--- src/rtl/carfield_pll_jtag_idcode_reader_if.sv ---
// JTAG pin bundle between the IDCODE reader (master) and a TAP (slave).
interface carfield_pll_jtag_idcode_reader_if;
  logic tck;
  logic tms;
  logic tdi;
  logic trst_n;
  logic tdo;

  modport master (output tck, tms, tdi, trst_n, input tdo);
  modport slave  (input tck, tms, tdi, trst_n, output tdo);
endinterface

--- src/rtl/carfield_pll_jtag_idcode_reader.sv ---
// On-chip JTAG master: resets a TAP, walks it to Shift-DR and reads the IDCODE.
// Optional TRST phase before Test-Logic-Reset: define CARFIELD_JTAG_TRST_EN.
module carfield_pll_jtag_idcode_reader #(
  parameter int unsigned          IdLen          = 32,
  parameter logic [IdLen-1:0]     ExpectedIdCode = 32'h1abc0db3,
  parameter int unsigned          TckDiv         = 4
) (
  input  logic                 clk_i,
  input  logic                 rst_ni,
  input  logic                 start_i,
  output logic                 busy_o,
  output logic                 done_o,
  output logic [IdLen-1:0]     idcode_o,
  output logic                 match_o,
  output logic                 err_o,
  carfield_pll_jtag_idcode_reader_if.master jtag
);

  typedef enum logic [2:0] {IDLE, TRST, TLR, WALK, SHIFT, EXIT} state_e;

  localparam int unsigned     DivW    = (TckDiv > 1) ? $clog2(TckDiv) : 1;
  localparam int unsigned     SlotW   = $clog2(IdLen) + 1;
  localparam logic [DivW-1:0] DivLast = DivW'(TckDiv - 1);
`ifdef CARFIELD_JTAG_TRST_EN
  localparam state_e          FirstSt = TRST;
`else
  localparam state_e          FirstSt = TLR;
`endif

  state_e             state_q, state_d;
  logic               half_q, half_d;
  logic [DivW-1:0]    div_q, div_d;
  logic [SlotW-1:0]   slot_q, slot_d, phase_last;
  logic [IdLen-1:0]   sr_q, idcode_q;
  logic               match_q, err_q, done_q, done_d;
  logic               tck_q, tms_q, tck_d, tms_d;
  logic               accept, sample;

  // a start in the done cycle is dropped so every run produces one clean pulse
  assign accept = (state_q == IDLE) && start_i && !done_q;
  // TDO is stable for the whole high half; take it in the cycle TCK rises
  assign sample = (state_q == SHIFT) && half_q && (div_q == '0);

  always_comb begin
    phase_last = '0;
    case (state_q)
      TRST:    phase_last = SlotW'(3);
      TLR:     phase_last = SlotW'(4);
      WALK:    phase_last = SlotW'(3);
      SHIFT:   phase_last = SlotW'(IdLen - 1);
      EXIT:    phase_last = SlotW'(1);
      default: phase_last = '0;
    endcase
  end

  always_comb begin
    state_d = state_q;
    half_d  = half_q;
    div_d   = div_q;
    slot_d  = slot_q;
    done_d  = 1'b0;
    if (state_q == IDLE) begin
      if (accept) state_d = FirstSt;
    end else if (div_q == DivLast) begin
      div_d  = '0;
      half_d = ~half_q;
      if (half_q) begin
        slot_d = slot_q + SlotW'(1);
        if (slot_q == phase_last) begin
          slot_d = '0;
          case (state_q)
            TRST:    state_d = TLR;
            TLR:     state_d = WALK;
            WALK:    state_d = SHIFT;
            SHIFT:   state_d = EXIT;
            default: begin
              state_d = IDLE;
              done_d  = 1'b1;
            end
          endcase
        end
      end
    end else begin
      div_d = div_q + DivW'(1);
    end
  end

  // TMS per slot: WALK = 0,1,0,0; SHIFT leaves on its last bit; EXIT = 1,0
  always_comb begin
    tms_d = 1'b1;
    case (state_d)
      WALK:    tms_d = (slot_d == SlotW'(1));
      SHIFT:   tms_d = (slot_d == SlotW'(IdLen - 1));
      EXIT:    tms_d = (slot_d == '0);
      default: tms_d = 1'b1;
    endcase
    tck_d = (state_d != IDLE) && half_d;
  end

  always_ff @(posedge clk_i or negedge rst_ni) begin
    if (!rst_ni) begin
      state_q  <= IDLE;
      half_q   <= 1'b0;
      div_q    <= '0;
      slot_q   <= '0;
      sr_q     <= '0;
      idcode_q <= '0;
      match_q  <= 1'b0;
      err_q    <= 1'b0;
      done_q   <= 1'b0;
      tck_q    <= 1'b0;
      tms_q    <= 1'b1;
    end else begin
      state_q <= state_d;
      half_q  <= half_d;
      div_q   <= div_d;
      slot_q  <= slot_d;
      done_q  <= done_d;
      tck_q   <= tck_d;
      tms_q   <= tms_d;
      if (sample) sr_q <= {jtag.tdo, sr_q[IdLen-1:1]};
      if (accept) begin
        sr_q     <= '0;
        idcode_q <= '0;
        match_q  <= 1'b0;
        err_q    <= 1'b0;
      end else if (done_d) begin
        idcode_q <= sr_q;
        match_q  <= (sr_q == ExpectedIdCode);
        err_q    <= ~sr_q[0] | (&sr_q) | ~(|sr_q);
      end
    end
  end

`ifdef CARFIELD_JTAG_TRST_EN
  logic trst_n_q;
  always_ff @(posedge clk_i or negedge rst_ni) begin
    if (!rst_ni) trst_n_q <= 1'b1;
    else         trst_n_q <= (state_d != TRST);
  end
  assign jtag.trst_n = trst_n_q;
`else
  assign jtag.trst_n = 1'b1;
`endif

  assign busy_o   = (state_q != IDLE);
  assign done_o   = done_q;
  assign idcode_o = idcode_q;
  assign match_o  = match_q;
  assign err_o    = err_q;
  assign jtag.tck = tck_q;
  assign jtag.tms = tms_q;
  assign jtag.tdi = 1'b0;

endmodule
--- src/flat_wrapper.sv ---
// flat-port wrapper written by rule: the top's interface ports become plain ports
module carfield_pll_jtag_idcode_reader_flat 
#(
  parameter int unsigned          IdLen          = 32,
  parameter logic [IdLen-1:0]     ExpectedIdCode = 32'h1abc0db3,
  parameter int unsigned          TckDiv         = 4
)
  (clk_i, rst_ni, start_i, busy_o, done_o, idcode_o, match_o, err_o, jtag_tck, jtag_tms, jtag_tdi, jtag_trst_n, jtag_tdo);
  carfield_pll_jtag_idcode_reader_if jtag_i ();
  input  logic clk_i;
  input  logic rst_ni;
  input  logic start_i;
  output logic busy_o;
  output logic done_o;
  output logic [IdLen-1:0] idcode_o;
  output logic match_o;
  output logic err_o;
  output wire logic [$bits(jtag_i.tck)-1:0] jtag_tck;
  output wire logic [$bits(jtag_i.tms)-1:0] jtag_tms;
  output wire logic [$bits(jtag_i.tdi)-1:0] jtag_tdi;
  output wire logic [$bits(jtag_i.trst_n)-1:0] jtag_trst_n;
  input wire logic [$bits(jtag_i.tdo)-1:0] jtag_tdo;
  assign jtag_tck = jtag_i.tck;
  assign jtag_tms = jtag_i.tms;
  assign jtag_tdi = jtag_i.tdi;
  assign jtag_trst_n = jtag_i.trst_n;
  assign jtag_i.tdo = jtag_tdo;
  carfield_pll_jtag_idcode_reader #(.IdLen(IdLen), .ExpectedIdCode(ExpectedIdCode), .TckDiv(TckDiv)) u_core (.clk_i(clk_i), .rst_ni(rst_ni), .start_i(start_i), .busy_o(busy_o), .done_o(done_o), .idcode_o(idcode_o), .match_o(match_o), .err_o(err_o), .jtag(jtag_i));
endmodule
--- config.mk ---
export PLATFORM = sky130hd
export DESIGN_NAME = carfield_pll_jtag_idcode_reader_flat
export DESIGN_NICKNAME = d
export VERILOG_FILES = /design/src/rtl/carfield_pll_jtag_idcode_reader_if.sv /design/src/rtl/carfield_pll_jtag_idcode_reader.sv /design/src/flat_wrapper.sv
export SDC_FILE = /design/constraint.sdc
export NUM_CORES = 1
export LEC_CHECK = 0
export BUFFER_PORTS_ARGS = -buffer_cell sky130_fd_sc_hd__buf_2
export CORE_UTILIZATION = 50
export CTS_CLUSTER_SIZE = 8
export DETAILED_ROUTE_END_ITERATION = 10
export PLACE_DENSITY = 0.75
export SYNTH_ARGS = -nofsm -noshare
export SYNTH_HDL_FRONTEND = slang
export SYNTH_SLANG_ARGS = --single-unit
--- constraint.sdc ---
create_clock -name clk_i -period 6.1 [get_ports clk_i]
set_clock_uncertainty 0.05 [all_clocks]
set_input_delay 1.22 -clock clk_i [delete_from_list [all_inputs] [get_ports clk_i]]
set_output_delay 1.22 -clock clk_i [all_outputs]
set_load 0.05 [all_outputs]
==> metrics, run 1 <==
status=finished, final reports clean; # port buffers=41; Crit-path slowest cell=nand4bb_2; main area contributors after synthesis=dfrtp_1 50%, nand2_1 11%, a21oi_2 6.4%; 1st-pass router iterations=5; post-synthesis compound-gate area fraction=16.87%; Critical Path Source Type=register; Commonest cells post-synth=121 x nand2_1, 80 x dfrtp_1, 47 x a21oi_1; post-DR wirelength/cell=14.35 microns; post-synthesis sequential area ratio=between 50% and 60%; mux cell area share after synthesis=0.2513%; Post CTS Setup Buffer Count=0; final cell count without fillers=570; H-tree Lvls=3; Post-synth top flop=dfrtp_1; Detailed Route Iter0 Violations=roughly 220; PostCTS Resize Cnt=0; asr flop ratio synth=100.0%; simple-gate share of the synthesized area=24.12%; adder-cell share of the synthesized area=0.9422%; largest family of logic cells by synthesized area=simple AND/OR/NAND/NOR gates; routed vias=3179; fmax=0.2773 GHz; Final Critical Period=3.607 ns; CP max FO=37; CP endpoint kind=register; Rows=32; GR Util All Layers=21.26%; antenna-violating nets left=0; largest net degree at the start of global routing=82; Clk Latency, worst-skew pair=approximately 0.35 ns; met2 WL post-DR=3.971 mm; initial antenna violation count=0; XOR/XNOR share of the synthesized area=1.099%; share of cells above drive strength 1=27.35%; worst slew pin tran=1.112 ns; Final Cell Area=4402 sq um; max-slew violations=0; vias per cell=approximately 5.6; die area=8328 sq um; Die Ht=91.26 microns; Layout area overhead=10.49%; share of the synthesized area in the top cell type=approximately 50%; Final period util=59.13%; syn_nets=443; unrepaired setup endpoints after global routing=false; CTS sink cnt=81; Place WS=~2.5 ns; Yosys top cell by area=dfrtp_1; CTS clk-pin slew, worst paths=around 0.080 ns; Metal-1 WL=3.643 mm; Rel. slew slack=about 26%; post-DP HPWL=5.412 mm; first-pass GRT wire length=13.99 mm; leakage power=about 0.0019 uW; total CTS buffers=9; post-route setup slack=2.493 ns; core box area=7727 sq um; WL met3=368 microns; Total Wirelength=8.181 mm; max layer used=met4; r2r setup slk=2.49 ns; number of nets in the layout=470; number of global-route vias before repair=approximately 3000; ANT cells=0; CP peak stage delay=0.93 ns; count leader, synth=nand2_1; Placer Congestion=0.8555; HP Class=reg2reg; Pwr Density=256.6 nW/um^2; Post-Place Cells=554; DR DRC count=0; Netlist cell types=45; Hold Vio Cnt, Final=0; #FFs+latches synth=between 80 and 90; Ys Warns=0; chip width=slightly above 90 microns; WP data arrival=3.83 ns; number of fillers in the final layout=681; Max-Cap Viols=0; global route total overflow=0; CTS tree=done; Placed Area=around 4200 sq um; ordered cell list for the critical path=nand2_1 > or4_4 > a211oi_4 > nand4bb_2 > inv_8 > nand2_1 > a21oi_1; Max Buffers Root-to-Sink=2; Worst Path Required=between 6 and 7 ns; setup violators final=0; Top Ports=44; Setup TNS Final=0 ns; Pwr Total=1129 uW; Avg Inst Size Synth=about 9.1 sq um; kind of critical path=reg2reg; hold_buf cts=0; Post-Syn Instances=between 400 and 500; VDD IR-drop max=0.1555 mV; Starting Density=51.55%; Root Buffer=clkbuf_8; Post-synth EDFFs=0; cell mode on critical path=nand2_1; cell area after synthesis=3984 sq um
==> power by group <==
| part | internal [uW] | switching (uW) | leakage [uW] |
|---|---|---|---|
| Combinational | 24.9 | 71.8 | 0.000839 |
| Sequential | 559 | 21.5 | 0.000956 |
| Clock | 255 | 197 | 0.000116 |
==> layout make-up <==
class                           count  area, sq um  area share, %
Multi-Input combinational cell    320         1742          39.57
Sequential cell                    81         2028          46.08
Clock inverter                      5        85.08          1.933
Inverter                            6        30.03         0.6822
Tap cell                          102        127.6          2.899
Clock buffer                       11        151.4          3.439
Timing Repair Buffer               45        237.7          5.401
==> sequential cells by signal, indices dropped and copies added (netlist names), 2 cells and up <==
name	cells
u_core.state_q	3
u_core.div_q	2
u_core.idcode_o	32
u_core.sr_q	32
u_core.slot_q	6
==> worst paths after layout <==
kind                            cells past startpoint             endpoint              start
worst min register to register                      2       u_core.match_o     u_core.match_o
worst min-delay path                                2       u_core.match_o     u_core.match_o
worst max register to register                      7   u_core.idcode_o[1]  u_core.state_q[2]
max in group asynchronous                           1  u_core.idcode_o[23]             rst_ni
worst max-delay path                                7   u_core.idcode_o[1]  u_core.state_q[2]
min in group asynchronous                           1  u_core.idcode_o[25]             rst_ni
==> kinds of logic (layout without fill, tap and decap cells) <==
kind of cell	after synthesis	in the layout
simple gates	206	206
compound gates	103	103
flops	81	81
buf+inv	35	67
xor+xnor	5	5
fa+ha+maj	3	3
other cells	2	2
mux	1	1
==> layer usage <==
| layer | vias to the layer above | global-route usage (%) |
|---|---|---|
| li1 | 1526 | - |
| met1 | 1533 | 29.23 |
| met2 | 101 | 33.08 |
| met3 | 19 | 4.188 |
| met4 | 0 | 8.862 |
| met5 | - | 0 |
==> metrics by stage <==
step           util, %  hold WS (ns)
2_1_floorplan        -        0.4756
3_3_place_gp     53.90        0.4515
3_5_place_dp     53.90        0.4580
4_1_cts          56.96        0.4771
5_1_grt          56.96        0.5088
6_report         56.96        0.4695
==> cells in the final DEF (no fill, tap or decap), drive strengths merged, types with 3 or more instances in the layout <==
master | synthesis | routed
xnor2 | 3 | 3
nand3 | 6 | 6
nand2b | 4 | 4
clkbuf | 13 | 11
o32ai | 3 | 3
nor2 | 11 | 11
nand2 | 150 | 150
nand4 | 10 | 10
ha | 3 | 3
nor4 | 4 | 4
o21ai | 15 | 15
dfrtp | 80 | 80
buf | 16 | 45
inv | 6 | 7
or4 | 4 | 4
a21oi | 76 | 76
nor3 | 8 | 8
==> worst max-delay path: cells and delay by family, from the launching register on <==
family | cells | cell delay, ns
AOI/OAI and AO/OA | 2 | 0.58
DFF | 1 | 0.61
and+or+nand+nor | 4 | 1.65
buffers and inverters | 1 | 0.63
(Power assumes the default switching activity.)
==> inputs of run 2 (changes only) <==
==> constraint.sdc (replaced) <==
create_clock -name clk_i -period 3.7 [get_ports clk_i]
set_clock_uncertainty 0.05 [all_clocks]
set_input_delay 0.74 -clock clk_i [delete_from_list [all_inputs] [get_ports clk_i]]
set_output_delay 0.74 -clock clk_i [all_outputs]
set_load 0.05 [all_outputs]
==> metrics, run 2 (synthesis gave the netlist of run 1 again) <==
Setup TNS Final=0 ns; Rel. slew slack=31.87%; sw frac=25.14%; unrepaired setup endpoints after global routing=false; Worst R2R Path Depth=7; CP endpoint kind=register; Setup crit start=u_core.state_q[2]; WP data arrival=~2.9 ns; first-pass GRT wire length=14.12 mm; final cell count without fillers=570; most used routing layer=met2; Pwr Density=437.4 nW/um^2; number of fillers in the final layout=690; status=finished, final reports clean; Post-Place Cells=around 550; CP max FO=33; H-tree Lvls=3; core box area=7727 sq um; Pwr Total=1941 uW; CTS clk-pin slew, worst paths=0.08 ns; Hold Vio Cnt, Final=0; Total Wirelength=8.243 mm; register share of total power=about half; Pint=1453 uW; 1st-pass router iterations=4; chip width=91.26 microns; Post CTS Setup Buffer Count=0; area of the multi-input gates=approximately 1700 sq um; r2r setup slk=1.00 ns; number of nets in the layout=470; met2 usage=33.84%; VDD IR-drop max=roughly 0.24 mV; kind of critical path=reg2reg; leading cell type in the layout, fill and taps excluded=nand2_1; Rows=32; Root Buffer=clkbuf_8; worst setup path end=u_core.match_o; routed vias=slightly above 3000; Final period util=72.86%; commonest cells after routing, fill and taps aside=121 x nand2_1, 80 x dfrtp_1, 47 x a21oi_1; worst reg2reg path endpoint=u_core.match_o; ANT cells=0; CTS tree=done; Final Critical Period=2.696 ns; Detailed Route Iter0 Violations=about 190; # port buffers=41; WHS=0.4728 ns; Logic pwr share=8.3%; hold_buf cts=0; Top Ports=44; PostCTS Resize Cnt=0; reg-to-reg critical path startpoint=u_core.state_q[2]; DR DRC count=0; max-slew violations=0; HP Class=reg2reg; net load switching power=a little under 500 uW; Clk pwr share=42.4%; initial antenna violation count=0; vias per cell=5.439; Layout area overhead=11.37%; Starting Density=51.55%; Worst Path Required=approximately 3.9 ns; Max Buffers Root-to-Sink=2; total CTS buffers=9; die area=8328 sq um; Clk Latency, worst-skew pair=0.36 ns; post-DP HPWL=roughly 5.4 mm; antenna-violating nets left=0; GR met3 Demand/Resource=about 3.2%; CTS sink cnt=just over 80; Critical Path Source Type=register; largest net degree at the start of global routing=82; number of global-route vias before repair=roughly 3000; register area=2028 sq um; global route total overflow=0; Die Ht=91.26 microns; post-DR wirelength/cell=approximately 14 microns; GR Util All Layers=21.26%; share of cells above drive strength 1=a little over a quarter; fmax=between 0.3 and 0.4 GHz; leakage power=0.001926 uW; Max-Cap Viols=0; setup violators final=0; Placer Congestion=0.8961; worst slew pin tran=1.022 ns; met1 GRT Util=28.75%
-- run 2: how the worst min path moves through the flow --
stage,slack (ns),cells after the start,to,from
after floorplan,0.39,0,u_core.div_q[0],rst_ni
after global placement,0.46,2,u_core.idcode_o[0],u_core.idcode_o[0]
after detailed placement,0.47,2,u_core.idcode_o[1],u_core.idcode_o[1]
after CTS,0.48,2,u_core.idcode_o[1],u_core.idcode_o[1]
after global routing,0.50,2,u_core.idcode_o[13],u_core.idcode_o[13]
final,0.47,2,u_core.idcode_o[1],u_core.idcode_o[1]
-- run 2: layout make-up --
| cell class | count | share of cell area [%] |
|---|---|---|
| flip-flops and latches | 81 | 45.71 |
| multi-input cells | 320 | 39.26 |
| clock buffers | 11 | 3.412 |
| well taps | 102 | 2.876 |
| inverters | 6 | 0.6768 |
| repair buffers | 45 | 5.640 |
| clock inverters | 5 | 2.425 |
-- run 2: power groups by stage --
| stage | logic [uW] | clock network, uW | registers, uW |
|---|---|---|---|
| 2_1_floorplan | 49.5 | 0 | 1030 |
| 3_3_place_gp | 159 | 0 | 973 |
| 3_5_place_dp | 163 | 0 | 974 |
| 4_1_cts | 163 | 832 | 956 |
| 5_1_grt | 175 | 866 | 962 |
| 6_report | 161 | 823 | 957 |
-- run 2: per-stage QoR --
| stage | utilization (%) | setup WS (ns) | instance area (sq um) |
|---|---|---|---|
| finish | 57.42 | 1.004 | 4437 |
| global route | 57.42 | 0.8176 | 4437 |
| CTS | 57.42 | 1.028 | 4437 |
| detailed placement | 54.06 | 1.015 | 4178 |
| global placement | 54.06 | 1.112 | 4178 |
| floorplan | - | 1.460 | 3984 |
-- run 2: metal layers --
layer | wire [microns] | part of all wire, %
met5 | 0 | 0
met4 | 121 | 1.5
met3 | 360 | 4.4
met2 | 4033 | 49
met1 | 3727 | 45
-- run 2: critical path: stages (launching register included) --
cell and delay [ns]:
dfrtp_1 0.61, nand2_1 0.10, or4_4 0.51, a211oi_4 0.41, nand4bb_2 0.31, buf_4 0.34, a21oi_1 0.18, nor2_1 0.05
